<file path="src/rtl/muldiv_pkg.sv">
// Shared types and constants for the iterative RV32M multiply/divide unit.
// Latency: n/a (types and constants only).
// Backpressure: n/a.
package muldiv_pkg;

    localparam int MD_DATA_WIDTH = 32;

    // funct3 encoding of the M-extension ops
    typedef enum logic [2:0] {
        MUL    = 3'd0,
        MULH   = 3'd1,
        MULHSU = 3'd2,
        MULHU  = 3'd3,
        DIV    = 3'd4,
        DIVU   = 3'd5,
        REM    = 3'd6,
        REMU   = 3'd7
    } md_op_t;

    typedef enum logic [1:0] {
        IDLE = 2'd0,
        CALC = 2'd1,
        FIX  = 2'd2,
        DONE = 2'd3
    } md_state_t;

    // Architecturally defined results for the corner cases
    localparam logic [31:0] MD_DIV0_QUOT = 32'hFFFF_FFFF;  // x / 0, also the value -1
    localparam logic [31:0] MD_OVF_QUOT  = 32'h8000_0000;  // INT_MIN / -1, also INT_MIN itself
    localparam logic [31:0] MD_OVF_REM   = 32'h0000_0000;  // INT_MIN % -1

endpackage

</file>
<file path="src/rtl/muldiv_datapath.sv">
// Shift-add multiply / restoring divide datapath with sign fix-up and corner-case override.
// Latency: one step per i_step strobe; o_result updates on the edge after i_fix or i_ld_res.
// Backpressure: none; fully sequenced by strobes from the owning FSM.
//
// Ports:
//   i_clk, i_rst          clock, synchronous active-high reset
//   i_load                latch op, operand magnitudes, result sign and corner-case info
//   i_step                one iteration (multiply or divide chosen by the latched op)
//   i_fix                 sign-correct the iteration result (or apply the corner case) into o_result
//   i_ld_res              with i_load: write the corner-case value straight into o_result
//   i_op, i_a, i_b        op and operands, sampled with i_load
//   o_special             combinational: i_op/i_a/i_b form a corner case with a fixed result
//   o_result              result register, holds its value between ops
module muldiv_datapath
    import muldiv_pkg::*;
#(
    parameter int DATA_WIDTH = MD_DATA_WIDTH
) (
    input  logic                  i_clk,
    input  logic                  i_rst,
    input  logic                  i_load,
    input  logic                  i_step,
    input  logic                  i_fix,
    input  logic                  i_ld_res,
    input  logic [2:0]            i_op,
    input  logic [DATA_WIDTH-1:0] i_a,
    input  logic [DATA_WIDTH-1:0] i_b,
    output logic                  o_special,
    output logic [DATA_WIDTH-1:0] o_result
);

    md_op_t                  op_in;
    logic                    in_is_div;
    logic                    sign_a, sign_b, neg_in;
    logic [DATA_WIDTH-1:0]   mag_a, mag_b;
    logic                    b_zero, div_ovf;
    logic [DATA_WIDTH-1:0]   spec_val;

    md_op_t                  op_q;
    logic                    neg_q;
    logic                    spec_q;
    logic [DATA_WIDTH-1:0]   spec_val_q;
    logic [DATA_WIDTH-1:0]   opnd_q;     // multiplicand or divisor magnitude
    logic [DATA_WIDTH:0]     hi_q;       // product high half / partial remainder
    logic [DATA_WIDTH-1:0]   lo_q;       // multiplier bits / dividend bits -> quotient
    logic [DATA_WIDTH-1:0]   res_q;

    logic                    op_is_div;
    logic [DATA_WIDTH:0]     mul_sum;
    logic [DATA_WIDTH:0]     div_shift, div_diff;
    logic                    div_ge;
    logic [2*DATA_WIDTH-1:0] prod, prod_fix;
    logic [DATA_WIDTH-1:0]   quo_fix, rem_fix, fix_val;

    assign op_in     = md_op_t'(i_op);
    assign in_is_div = i_op[2];

    // Which operands are interpreted as signed for this op
    assign sign_a = i_a[DATA_WIDTH-1] & (op_in inside {MUL, MULH, MULHSU, DIV, REM});
    assign sign_b = i_b[DATA_WIDTH-1] & (op_in inside {MUL, MULH, DIV, REM});
    assign mag_a  = sign_a ? -i_a : i_a;
    assign mag_b  = sign_b ? -i_b : i_b;
    // Remainder takes the dividend's sign; everything else the product/quotient sign
    assign neg_in = (op_in == REM) ? sign_a : (sign_a ^ sign_b);

    assign b_zero  = (i_b == '0);
    assign div_ovf = (op_in inside {DIV, REM}) && (i_a == MD_OVF_QUOT) && (i_b == MD_DIV0_QUOT);

    always_comb begin
        o_special = 1'b0;
        spec_val  = '0;
        if (in_is_div && b_zero) begin
            o_special = 1'b1;
            spec_val  = i_op[1] ? i_a : MD_DIV0_QUOT;
        end else if (div_ovf) begin
            o_special = 1'b1;
            spec_val  = i_op[1] ? MD_OVF_REM : MD_OVF_QUOT;
        end else if (!in_is_div && (i_a == '0 || b_zero)) begin
            o_special = 1'b1;
            spec_val  = '0;
        end
    end

    assign op_is_div = op_q inside {DIV, DIVU, REM, REMU};

    // Multiply: add multiplicand when the current multiplier LSB is set, then shift right
    assign mul_sum   = hi_q + (lo_q[0] ? {1'b0, opnd_q} : '0);
    // Divide: shift next dividend bit in, trial subtract; the top bit flags a borrow
    assign div_shift = {hi_q[DATA_WIDTH-1:0], lo_q[DATA_WIDTH-1]};
    assign div_diff  = div_shift - {1'b0, opnd_q};
    assign div_ge    = ~div_diff[DATA_WIDTH];

    assign prod     = {hi_q[DATA_WIDTH-1:0], lo_q};
    assign prod_fix = neg_q ? -prod : prod;
    assign quo_fix  = neg_q ? -lo_q : lo_q;
    assign rem_fix  = neg_q ? -hi_q[DATA_WIDTH-1:0] : hi_q[DATA_WIDTH-1:0];

    always_comb begin
        fix_val = '0;
        case (op_q)
            MUL:                  fix_val = prod_fix[DATA_WIDTH-1:0];
            MULH, MULHSU, MULHU:  fix_val = prod_fix[2*DATA_WIDTH-1:DATA_WIDTH];
            DIV, DIVU:            fix_val = quo_fix;
            REM, REMU:            fix_val = rem_fix;
            default:              fix_val = '0;
        endcase
    end

    always_ff @(posedge i_clk) begin
        if (i_rst) begin
            op_q       <= MUL;
            neg_q      <= 1'b0;
            spec_q     <= 1'b0;
            spec_val_q <= '0;
            opnd_q     <= '0;
            hi_q       <= '0;
            lo_q       <= '0;
            res_q      <= '0;
        end else if (i_load) begin
            op_q       <= op_in;
            neg_q      <= neg_in;
            spec_q     <= o_special;
            spec_val_q <= spec_val;
            hi_q       <= '0;
            if (in_is_div) begin
                lo_q   <= mag_a;
                opnd_q <= mag_b;
            end else begin
                lo_q   <= mag_b;
                opnd_q <= mag_a;
            end
            if (i_ld_res) begin
                res_q <= spec_val;
            end
        end else if (i_step) begin
            if (op_is_div) begin
                hi_q <= div_ge ? div_diff : div_shift;
                lo_q <= {lo_q[DATA_WIDTH-2:0], div_ge};
            end else begin
                hi_q <= {1'b0, mul_sum[DATA_WIDTH:1]};
                lo_q <= {mul_sum[0], lo_q[DATA_WIDTH-1:1]};
            end
        end else if (i_fix) begin
            res_q <= spec_q ? spec_val_q : fix_val;
        end
    end

    assign o_result = res_q;

endmodule

</file>
<file path="src/rtl/muldiv_sequencer.sv">
// Iterative RV32M multiply/divide unit beside the EX ALU, with its own sequencing FSM.
// Latency: o_done in cycle DATA_WIDTH+2 after the start edge (cycle 1 for corner cases with early-out).
// Backpressure: freezes the front of the pipe via o_stall_e while busy; i_start outside IDLE is dropped.
//
// Ports:
//   i_clk, i_rst         clock, synchronous active-high reset (aborts any op silently)
//   i_start, i_op        EX holds a valid M op (funct3 in i_op); sampled only in IDLE
//   i_a, i_b, i_rd_addr  forwarded rs1/rs2 values and destination register
//   i_flush              abort; back to IDLE at the next edge with no o_done
//   o_busy, o_stall_e    FSM not idle / stall PC, IF/ID, ID/EX
//   o_done               one-cycle result strobe; o_result and o_rd_addr valid
//   o_result, o_rd_addr  result (held between ops) and rd latched at start
// Build option MULDIV_EARLY_OUT_EN: divide by zero, DIV overflow and multiply by zero skip
// straight from IDLE to DONE; results are identical either way.
module muldiv_sequencer
    import muldiv_pkg::*;
#(
    parameter int DATA_WIDTH = MD_DATA_WIDTH
) (
    input  logic                  i_clk,
    input  logic                  i_rst,
    input  logic                  i_start,
    input  logic [2:0]            i_op,
    input  logic [DATA_WIDTH-1:0] i_a,
    input  logic [DATA_WIDTH-1:0] i_b,
    input  logic [4:0]            i_rd_addr,
    input  logic                  i_flush,
    output logic                  o_busy,
    output logic                  o_stall_e,
    output logic                  o_done,
    output logic [DATA_WIDTH-1:0] o_result,
    output logic [4:0]            o_rd_addr
);

    localparam int CNT_W = $clog2(DATA_WIDTH);

    md_state_t        state, state_nxt;
    logic [CNT_W-1:0] cnt, cnt_nxt;
    logic [4:0]       rd_q;
    logic             load, step, fix, ld_res;
    logic             special;
    logic             accept;

    assign accept = i_start & ~i_flush;

`ifndef MULDIV_EARLY_OUT_EN
    logic special_unused;
    assign special_unused = special;
`endif

    always_ff @(posedge i_clk) begin
        if (i_rst) begin
            state <= IDLE;
            cnt   <= '0;
            rd_q  <= '0;
        end else begin
            state <= state_nxt;
            cnt   <= cnt_nxt;
            if (load) begin
                rd_q <= i_rd_addr;
            end
        end
    end

    always_comb begin
        state_nxt = state;
        cnt_nxt   = cnt;
        load      = 1'b0;
        step      = 1'b0;
        fix       = 1'b0;
        ld_res    = 1'b0;
        case (state)
            IDLE: begin
                if (accept) begin
                    load    = 1'b1;
                    cnt_nxt = '0;
`ifdef MULDIV_EARLY_OUT_EN
                    if (special) begin
                        ld_res    = 1'b1;
                        state_nxt = DONE;
                    end else begin
                        state_nxt = CALC;
                    end
`else
                    state_nxt = CALC;
`endif
                end
            end
            CALC: begin
                step    = 1'b1;
                cnt_nxt = cnt + 1'b1;
                if (cnt == CNT_W'(DATA_WIDTH - 1)) begin
                    cnt_nxt   = '0;
                    state_nxt = FIX;
                end
            end
            FIX: begin
                fix       = 1'b1;
                state_nxt = DONE;
            end
            DONE: begin
                state_nxt = IDLE;
            end
            default: begin
                state_nxt = IDLE;
            end
        endcase
        // Flush overrides everything, including a same-cycle start
        if (i_flush) begin
            state_nxt = IDLE;
            cnt_nxt   = '0;
            step      = 1'b0;
            fix       = 1'b0;
        end
    end

    muldiv_datapath #(
        .DATA_WIDTH (DATA_WIDTH)
    ) u_datapath (
        .i_clk     (i_clk),
        .i_rst     (i_rst),
        .i_load    (load),
        .i_step    (step),
        .i_fix     (fix),
        .i_ld_res  (ld_res),
        .i_op      (i_op),
        .i_a       (i_a),
        .i_b       (i_b),
        .o_special (special),
        .o_result  (o_result)
    );

    assign o_busy    = (state != IDLE);
    // Low in DONE so EX/MEM advances and captures the result that cycle
    assign o_stall_e = ((state == IDLE) & accept) | (state == CALC) | (state == FIX);
    // A flush landing on the DONE cycle suppresses the write-back strobe
    assign o_done    = (state == DONE) & ~i_flush;
    assign o_rd_addr = rd_q;

endmodule

</file>
<file path="config.mk">
export PLATFORM = sky130hd
export DESIGN_NAME = muldiv_sequencer
export DESIGN_NICKNAME = d
export VERILOG_FILES = /design/src/rtl/muldiv_pkg.sv /design/src/rtl/muldiv_datapath.sv /design/src/rtl/muldiv_sequencer.sv
export SDC_FILE = /design/constraint.sdc
export NUM_CORES = 1
export LEC_CHECK = 0
export ABC_AREA = 1
export CORE_UTILIZATION = 40
export DETAILED_ROUTE_END_ITERATION = 10
export GPL_TIMING_DRIVEN = 0
export PLACE_DENSITY = 0.7
export REMOVE_ABC_BUFFERS = 1
export SYNTH_ARGS = -nofsm -noshare
export SYNTH_HDL_FRONTEND = slang
export SYNTH_SLANG_ARGS = --single-unit
</file>
<file path="constraint.sdc">
create_clock -name i_clk -period 3.9 [get_ports i_clk]
set_input_delay 0.78 -clock i_clk [delete_from_list [all_inputs] [get_ports i_clk]]
set_output_delay 0.78 -clock i_clk [all_outputs]
set_load 0.005 [all_outputs]
</file>
=== Word-level counts from Yosys, hierarchy flattened ===
Index checks and enable logic that the tools add are counted.

* Register bits after elaboration: 178
* Bits of input ports: 76
* Output and inout port bits: 40
* Word-level logic and storage cells: 111

* Add/sub/neg operators: 8
* Eq/ne operators: 19
* Multiplexer cells: 35
* Bitwise gates (word level): 12
* Reductions and logical operators: 26

{| class="wikitable"
|+ Operator list
! kind !! number
|-
| 32-bit two-way mux || 15
|-
| 32-bit negator || 4
|-
| 32-bit case mux with 4 select lines || 1
|-
| 33-bit two-way mux || 2
|-
| 32-bit == test (second input constant) || 2
|-
| 32-bit zero test || 2
|-
| 64-bit two-way mux || 1
|-
| 64-bit negator || 1
|-
| 33-bit adder || 1
|-
| 33-bit by 32-bit subtractor with 33-bit output || 1
|-
| 3-bit == test (second input constant) || 6
|-
| 1-bit two-way mux || 10
|-
| 5-bit two-way mux || 2
|-
| 5-bit case mux with 2 select lines || 1
|-
| 3-bit by 2-bit == test with 1-bit output (second input constant) || 3
|-
| 2-bit case mux with 4 select lines || 1
|-
| 2-bit nonzero test || 4
|-
| 4-bit nonzero test || 2
|-
| 2-bit OR reduction || 4
|-
| 3-bit by 1-bit == test with 1-bit output (second input constant) || 2
|-
| 3-bit zero test || 2
|-
| 5-bit by 1-bit adder with 5-bit output (second input constant) || 1
|-
| 1-bit AND || 5
|-
| 5-bit == test (second input constant) || 1
|-
| 15 further kinds || 26
|}

=== Logic depth before layout (Yosys ltp) ===
Gate-level depths: netlist (run 1).

* Word-level depth: 6
* Mapped depth: 19
* Gate-level depth less buffers: 18

=== By module ===
A second synthesis (run 1) with hierarchy kept.

* Cell total of the unflattened synthesis: 3240
* Area, all modules: 18587.8 um^2

{| class="wikitable"
|+ Modules (own cells, without submodules)
! module !! instances !! cells each !! area an instance (um^2) !! sequential area each (um^2)
|-
| muldiv_datapath || 1 || 3149 || 17933.4 || 3323.2
|-
| muldiv_sequencer || 1 || 91 || 654.4 || 240.2
|}

=== Worst setup path after synthesis (run 1) ===
No wires, ideal clock.

* Kind: register to register
* Start point: register u_datapath.lo_q[31]
* End point: register u_datapath.hi_q[6]
* Library setup time: 0.057 ns
* Arrival: 3.147 ns
* Data required time: 3.843 ns
* Setup slack: 0.696 ns
* Stages on the path, launching flop included: 20
* Buffers on the path: 2
* Clock period less this slack: 3.204 ns
* Cell sequence: dfxtp_1 > inv_1 > ha_1 > fa_1 > o21ai_1 > a21oi_1 > o21ai_1 > nand2_1 > nand2_1 > a21oi_1 > o21bai_1 > ha_1 > clkbuf_1 > nand2_1 > inv_1 > clkbuf_1 > nand2_1 > o2111ai_1 > o211ai_1 > inv_1

* Word-level cells in the longest chain between the ends: 3

{| class="wikitable"
|+ Ends and longest elaborated chain
! element !! line !! text
|-
| from (decl) || muldiv_datapath.sv:45 || <nowiki>logic [DATA_WIDTH-1:0] lo_q;</nowiki>
|-
| from (signal assigned) || muldiv_datapath.sv:126 || <nowiki>lo_q <= mag_a;</nowiki>
|-
| from (signal assigned) || muldiv_datapath.sv:129 || <nowiki>lo_q <= mag_b;</nowiki>
|-
| from (signal assigned) || muldiv_datapath.sv:138 || <nowiki>lo_q <= {lo_q[DATA_WIDTH-2:0], div_ge};</nowiki>
|-
| 33-bit by 32-bit subtractor with 33-bit output || muldiv_datapath.sv:90 || <nowiki>assign div_diff = div_shift - {1'b0, opnd_q};</nowiki>
|-
| 33-bit two-way mux || muldiv_datapath.sv:137 || <nowiki>hi_q <= div_ge ? div_diff : div_shift;</nowiki>
|-
| 33-bit two-way mux || muldiv_datapath.sv:136 || <nowiki>if (op_is_div) begin</nowiki>
|-
| to (signal assigned) || muldiv_datapath.sv:137 ||
|-
| to (signal assigned) || muldiv_datapath.sv:140 || <nowiki>hi_q <= {1'b0, mul_sum[DATA_WIDTH:1]};</nowiki>
|-
| to (decl) || muldiv_datapath.sv:44 || <nowiki>logic [DATA_WIDTH:0] hi_q;</nowiki>
|}

No other way between the ends.
A chain may end at the register's enable or synchronous reset.

=== Final worst setup path (run 1) ===
* Start point: input i_flush
* End point: register u_datapath.spec_val_q[26]

* Word-level cells in the longest chain between the ends: 4

{| class="wikitable"
|+ Ends and longest elaborated chain
! element !! line !! text
|-
| from (decl) || muldiv_sequencer.sv:27 || <nowiki>input logic i_flush,</nowiki>
|-
| 1-bit inverter || muldiv_sequencer.sv:44 || <nowiki>assign accept = i_start & ~i_flush;</nowiki>
|-
| 1-bit AND || muldiv_sequencer.sv:44 ||
|-
| 1-bit two-way mux || muldiv_sequencer.sv:74 || <nowiki>if (accept) begin</nowiki>
|-
| 1-bit two-way mux || muldiv_sequencer.sv:72 || <nowiki>case (state)</nowiki>
|-
| to (signal assigned) || muldiv_datapath.sv:123 || <nowiki>spec_val_q <= spec_val;</nowiki>
|-
| to (decl) || muldiv_datapath.sv:42 || <nowiki>logic [DATA_WIDTH-1:0] spec_val_q;</nowiki>
|}

No other way between the ends.

==> results.yml, run 1 <==
floorplan:
  die-area_um2: 45400
  fp-row-count: 77
  core_area_um2: 44100
  die_h_um: 213
  initial_core_util_pct: 40.4
  boundaryPins: 116
  die_w_um: 213
yosys:
  synth_top_area_share_pct: 20.0
  synth_edf_count: 0
  netlist_top_cells_area: "dfxtp_1 (20%), nand2_1 (19%), inv_1 (8.5%)"
  synthMostInstantiatedCell: "nand2_1"
  synthFlopType: "dfxtp_1"
  synth_top_cell_by_area: "dfxtp_1"
  async_flop_share_pct: 0
  synth_seq_cells: 178
  synth-seq-area-share_pct: 20.0
  synth.avg_cell_area_um2: 5.70
  postSynthCellCount: 3130
  synth_common_cells: "nand2_1 (880), inv_1 (402), nor2_1 (318)"
  synthDistinctLibCells: 58
  ys_warn_count: 0
  synth_area_um2: 17800
critical_path:
  cp_top_family: "simple AND/OR/NAND/NOR gates"
  cpMaxStageDelayCell: "clkdlybuf4s50_1"
  start_kind: "primary input"
  critPathCaptureType: "register"
  critical_path.max_fanout: 54
  rrSetupSlack_ns: 0.17
  arrival_ns: 4.13
  slowest_delay_ns: 0.58
  critical_path_class: "in2reg"
  critPathRequiredTime_ns: 4.27
  path_buf_inv: 4
  path_cells: "clkdlybuf4s50_1, inv_2, nand3_4, nor2_4, buf_12, inv_2, nor2_4, o21ai_1, o22ai_1"
grt:
  antenna_found_initial: 2
  track_usage_pct: 32.9
  grt_pass1_vias: 19200
  grt_pass1_wl_mm: 113
  grt_overflow: 0
  grt_max_degree: 81
layout:
  layout.cells.non_filler: 3766
  layout.nets: 3316
  area_delta_synth_final_pct: 12.7
  drive_gt1_share_pct: 4.51
pwr:
  vdd.ir_drop.worst_mv: 0.295
  p_leak_nw: 9.53
  powerDensity_nw_per_um2: 320
  p_total_w: 0.00643
place:
  dpl.cell_count: 3725
  port_buffers: 115
  gp_congestion: 1.05
  hpwl_mm: 59.2
route:
  first_pass_iters: 7
  wirelength_mm: 74.9
  ant_nets: 0
  drc: 0
  via_count: 21400
  via_per_inst: 5.68
  drt_iter0_drc: 2849
  wl_per_cell_um: 19.9
timing:
  clock_skew_ns: 0.0201
  setup_viol_count_final: 0
  timing.fmax_mhz: 266
  maxSlewHeadroom_pct: 29.2
  worst_pin_slew_ns: 1.06
  period_share_pct: 96.4
  hold_violations: 0
  period_needed_ns: 3.76
  drv_slew: 0
cts:
  clockRootBuffer: "clkbuf_16"
  cts_max_level: 4
  cts_tree: "yes"
  cts_sinks: 178
  max-clock-path-buffers: 2
  path_clk_slew_ns: 0.07
  numCtsBuffers: 17
  clk_latency_ns: 0.47
  ctsHoldBuffers: 0
worst_hold_path:
  hold_class: "reg2reg"
run:
  maxCapViolCount: 0
outcome:
  status: "finished, final reports clean"
==> cell usage in the layout, fill, tap and decap left out, types with 36 or more instances in the layout <==
master,n
a21oi_1,277
nand2_1,876
o21ai_0,202
dfxtp_1,173
ha_1,75
nor2_1,317
nand3_1,214
o21ai_1,43
o211ai_1,54
xor2_1,68
clkdlybuf4s50_1,114
nor3_1,36
inv_1,397
==> kinds of logic (layout without fill, tap and decap cells) <==
kind of cell | count (synthesis) | count (layout) | share of synthesized area [%]
AO/OA/AOI/OAI | 698 | 698 | 22.0
XOR/XNOR | 77 | 77 | 3.78
buffers and inverters | 538 | 580 | 12.0
other | 0 | 1 | 0
AND/OR/NAND/NOR | 1561 | 1562 | 36.8
flip-flops | 178 | 178 | 20.0
adder cells (fa/ha/maj) | 78 | 78 | 5.55
==> worst paths after layout <==
kind                                                  end  cells after the start              startpoint
worst max-delay path            u_datapath.spec_val_q[26]                      9                 i_flush
worst min-delay path               u_datapath.o_result[4]                      2  u_datapath.o_result[4]
worst max register to register        u_datapath.hi_q[16]                     19     u_datapath.lo_q[31]
worst min register to register     u_datapath.o_result[4]                      2  u_datapath.o_result[4]
==> repair_timing <==
item                                    in CTS  in global routing
resized for setup                           15                 10
endpoints found under the hold margin        0                  0
endpoints found under the setup margin     111                 71
setup buffers                                3                  5
pin swaps                                    0                  4
gates cloned                                 1                  1
==> registers in the layout (all words and copies together) (netlist names) <==
signal,count
u_datapath.hi_q,33
u_datapath.lo_q,32
u_datapath.spec_q,1
u_datapath.o_result,32
u_datapath.opnd_q,32
u_datapath.neg_q,1
u_datapath.op_q,3
o_rd_addr,5
state,2
u_datapath.spec_val_q,32
cnt,5
==> worst reg2reg max path: cells and delay by family, from the launching register on <==
| kind | cells | cell delay, ns |
|---|---|---|
| compound gates | 7 | 1.13 |
| fa+ha+maj | 3 | 0.96 |
| buf+inv | 4 | 0.64 |
| simple gates | 5 | 0.49 |
| flops | 1 | 0.43 |
==> power by group <==
group          total [W]  switching, W  internal [W]  leakage (nW)
Clock            0.00169      0.000799      0.000895         0.276
Sequential       0.00209      0.000189       0.00190          1.45
Combinational    0.00265       0.00180      0.000849          7.80
Total            0.00643       0.00279       0.00365          9.53
==> cell type report <==
type	count	area, um^2
Timing Repair Buffer	131	1400
Clock buffer	19	443
Multi-Input combinational cell	2415	12200
Tap cell	592	741
Inverter	418	1600
Clock inverter	11	105
Antenna cell	1	2.50
Timing Repair inverter	1	7.51
Sequential cell	178	3570
Fill cell	4944	24000
==> through the flow <==
step | setup TNS, ns | hold WS (ns) | setup WS (ns) | instance area [um^2] | util [%]
after global placement | -648.06 | 0.444 | -6.36 | 19200 | 43.4
after CTS | 0 | 0.468 | 0.0513 | 20000 | 45.4
after floorplan | -0.982 | 0.429 | -0.188 | 17300 | -
after global routing | -0.000885 | 0.482 | -0.000885 | 20100 | 45.6
after detailed placement | -98.42 | 0.454 | -1.47 | 19400 | 43.9
final | 0 | 0.465 | 0.139 | 20100 | 45.6
==> routing by layer <==
metal | part of all wire, % | vias to the layer above | track usage [%]
li1 | - | 10300 | -
met1 | 41 | 9749 | 42.7
met2 | 42 | 1077 | 49.1
met3 | 9.8 | 237 | 7.30
met4 | 6.6 | 2 | 20.6
met5 | 0.011 | - | 0
No activity file was read; power rests on OpenSTA's default activity.
==> inputs of run 2 (changes only) <==
--- a/config.mk
+++ b/config.mk
@@ -9,5 +9,4 @@
 export CORE_UTILIZATION = 40
 export DETAILED_ROUTE_END_ITERATION = 10
-export GPL_TIMING_DRIVEN = 0
 export PLACE_DENSITY = 0.7
 export REMOVE_ABC_BUFFERS = 1
==> constraint.sdc (replaced) <==
create_clock -name i_clk -period 3.9 [get_ports i_clk]
set_input_delay 0.39 -clock i_clk [delete_from_list [all_inputs] [get_ports i_clk]]
set_output_delay 0.39 -clock i_clk [all_outputs]
set_load 0.005 [all_outputs]
==> run 2 against run 1 <==
Count of clock-buffer cells in the layout rose by 1. Combinational power up 3%. Flip-flop and latch count is the same. Critical endpoint is now u_datapath.hi_q[5]. Non-clock buffer count up 47.
==> results.yml, run 2 (synthesis gave the netlist of run 1 again) <==
outcome:
  status: "finished, final reports clean"
layout:
  final_common_cell: "nand2_1"
  largest_reg_flops: 33
  top_register: "u_datapath.hi_q"
  final_cell_mix: "nand2_1 (878), inv_1 (400), nor2_1 (317)"
  finalInstanceArea_um2: 20300
  diodes: 0
  utilization_pct: 46.0
  fillers: 4894
  layout.nets: 3361
  drive_gt1_share_pct: 5.43
  area_delta_synth_final_pct: 13.8
route:
  ant_nets: 0
  drt_iter0_drc: 2978
  via_per_inst: 5.70
  wirelength_mm: 79.4
  via_count: 21700
  drc: 0
  wl_per_cell_um: 20.8
  first_pass_iters: 6
grt:
  grt_overflow: 0
  grt_max_degree: 81
  grt_pass1_wl_mm: 119
  antenna_found_initial: 1
  track_usage_pct: 34.9
  grt_pass1_vias: 19400
critical_path:
  cpMaxStageDelayCell: "dfxtp_1"
  r2r-start: "u_datapath.lo_q[31]"
  arrival_ns: 4.03
  slowest_delay_ns: 0.43
  critPathRequiredTime_ns: 4.27
  startpoint: "u_datapath.lo_q[31]"
  path_cells: "inv_1, ha_1, fa_1, o21ai_1, a21oi_1, o21ai_2, nand2_1, nand2_1, a21oi_1, o21bai_1, ha_1, nand2_2, clkinvlp_4, o21ai_0, a21o_1, o2111ai_1, o211ai_1, inv_1"
  path_buf_inv: 3
  critPathCaptureType: "register"
  cp_top_family: "compound AO/OA/AOI/OAI gates"
  start_kind: "register"
  critical_path.max_fanout: 10
  critical_path_class: "reg2reg"
timing:
  maxSlewHeadroom_pct: 40.4
  period_needed_ns: 3.66
  rsz0062_at_grt: "no"
  period_share_pct: 93.9
  setup_viol_count_final: 0
  drv_slew: 0
  hold_violations: 0
  clock_skew_ns: 0.0183
  fin_tns_setup_ns: 0
  worst_pin_slew_ns: 0.894
  timing.fmax_mhz: 273
  layout_setup_ws_ns: 0.238
place:
  port_buffers: 115
  hpwl_mm: 64.0
  gp_congestion: 1.06
  placed_area_um2: 19700
  preCtsSetupSlack_ns: 0.153
floorplan:
  die-area_um2: 45400
  die_w_um: 213
  core_area_um2: 44100
  fp-row-count: 77
  die_h_um: 213
  initial_core_util_pct: 40.4
  boundaryPins: 116
cts:
  cts_max_level: 4
  max-clock-path-buffers: 2
  path_clk_slew_ns: 0.08
  numCtsBuffers: 17
  cts_sinks: 178
  clockRootBuffer: "clkbuf_16"
  cts_tree: "yes"
  ctsHoldBuffers: 0
  clk_latency_ns: 0.47
pwr:
  p_leak_nw: 9.72
  vdd.ir_drop.worst_mv: 0.308
  powerDensity_nw_per_um2: 323
worst_hold_path:
  min-delay-start: "i_rst"
  hold_class: "in2reg"
run:
  maxCapViolCount: 0
run 2: per-stage QoR:
step / total power (W) / hold WS [ns] / cells
after floorplan: 0.00366 / 0.429 / 3010
after global placement: 0.00470 / 0.450 / 3778
after detailed placement: 0.00468 / 0.454 / 3778
after CTS: 0.00646 / 0.437 / 3810
after global routing: 0.00688 / 0.450 / 3812
final: 0.00656 / 0.423 / 3812
run 2: power breakdown:
group	switching [W]	internal, W	leakage, nW
registers	0.000126	0.00190	1.45
clock network	0.000873	0.000925	0.287
logic	0.00190	0.000836	7.98
run 2: area by class of cell:
class                   count  area, um^2  area share, %
multi-input cells        2414       12200           60.0
flip-flops and latches    178        3570           17.6
repair buffers            178        1660           8.16
inverters                 418        1580           7.77
well taps                 592         741           3.65
clock buffers              20         447           2.20
clock inverters            12         139          0.684
run 2: path summary, 6_finish.rpt:
check,slack [ns],end,cells after the start
min,0.42,u_datapath.o_result[28],3
max,0.24,u_datapath.hi_q[5],18
min reg2reg,0.46,u_datapath.o_result[14],2
max reg2reg,0.24,u_datapath.hi_q[5],18
run 2: repair_timing:
| action | 4_1_cts | 5_1_grt |
|---|---|---|
| gates resized for setup | 0 | 3 |
| setup endpoints to repair | 0 | 6 |
| endpoints found under the hold margin | 0 | 0 |
| buffers inserted | 0 | 2 |
run 2: worst min-delay path, delay by kind of cell:
kind | cells | cell delay (ns)
AO/OA/AOI/OAI | 1 | 0.14
buffers and inverters | 2 | 0.30
run 2: layer usage:
metal	vias to the layer above	share of wire (%)	global-route usage, %
li1	10400	-	-
met1	9813	42	46.9
met2	1248	42	52.3
met3	244	9.6	5.82
met4	0	6.6	20.6
met5	-	0	0
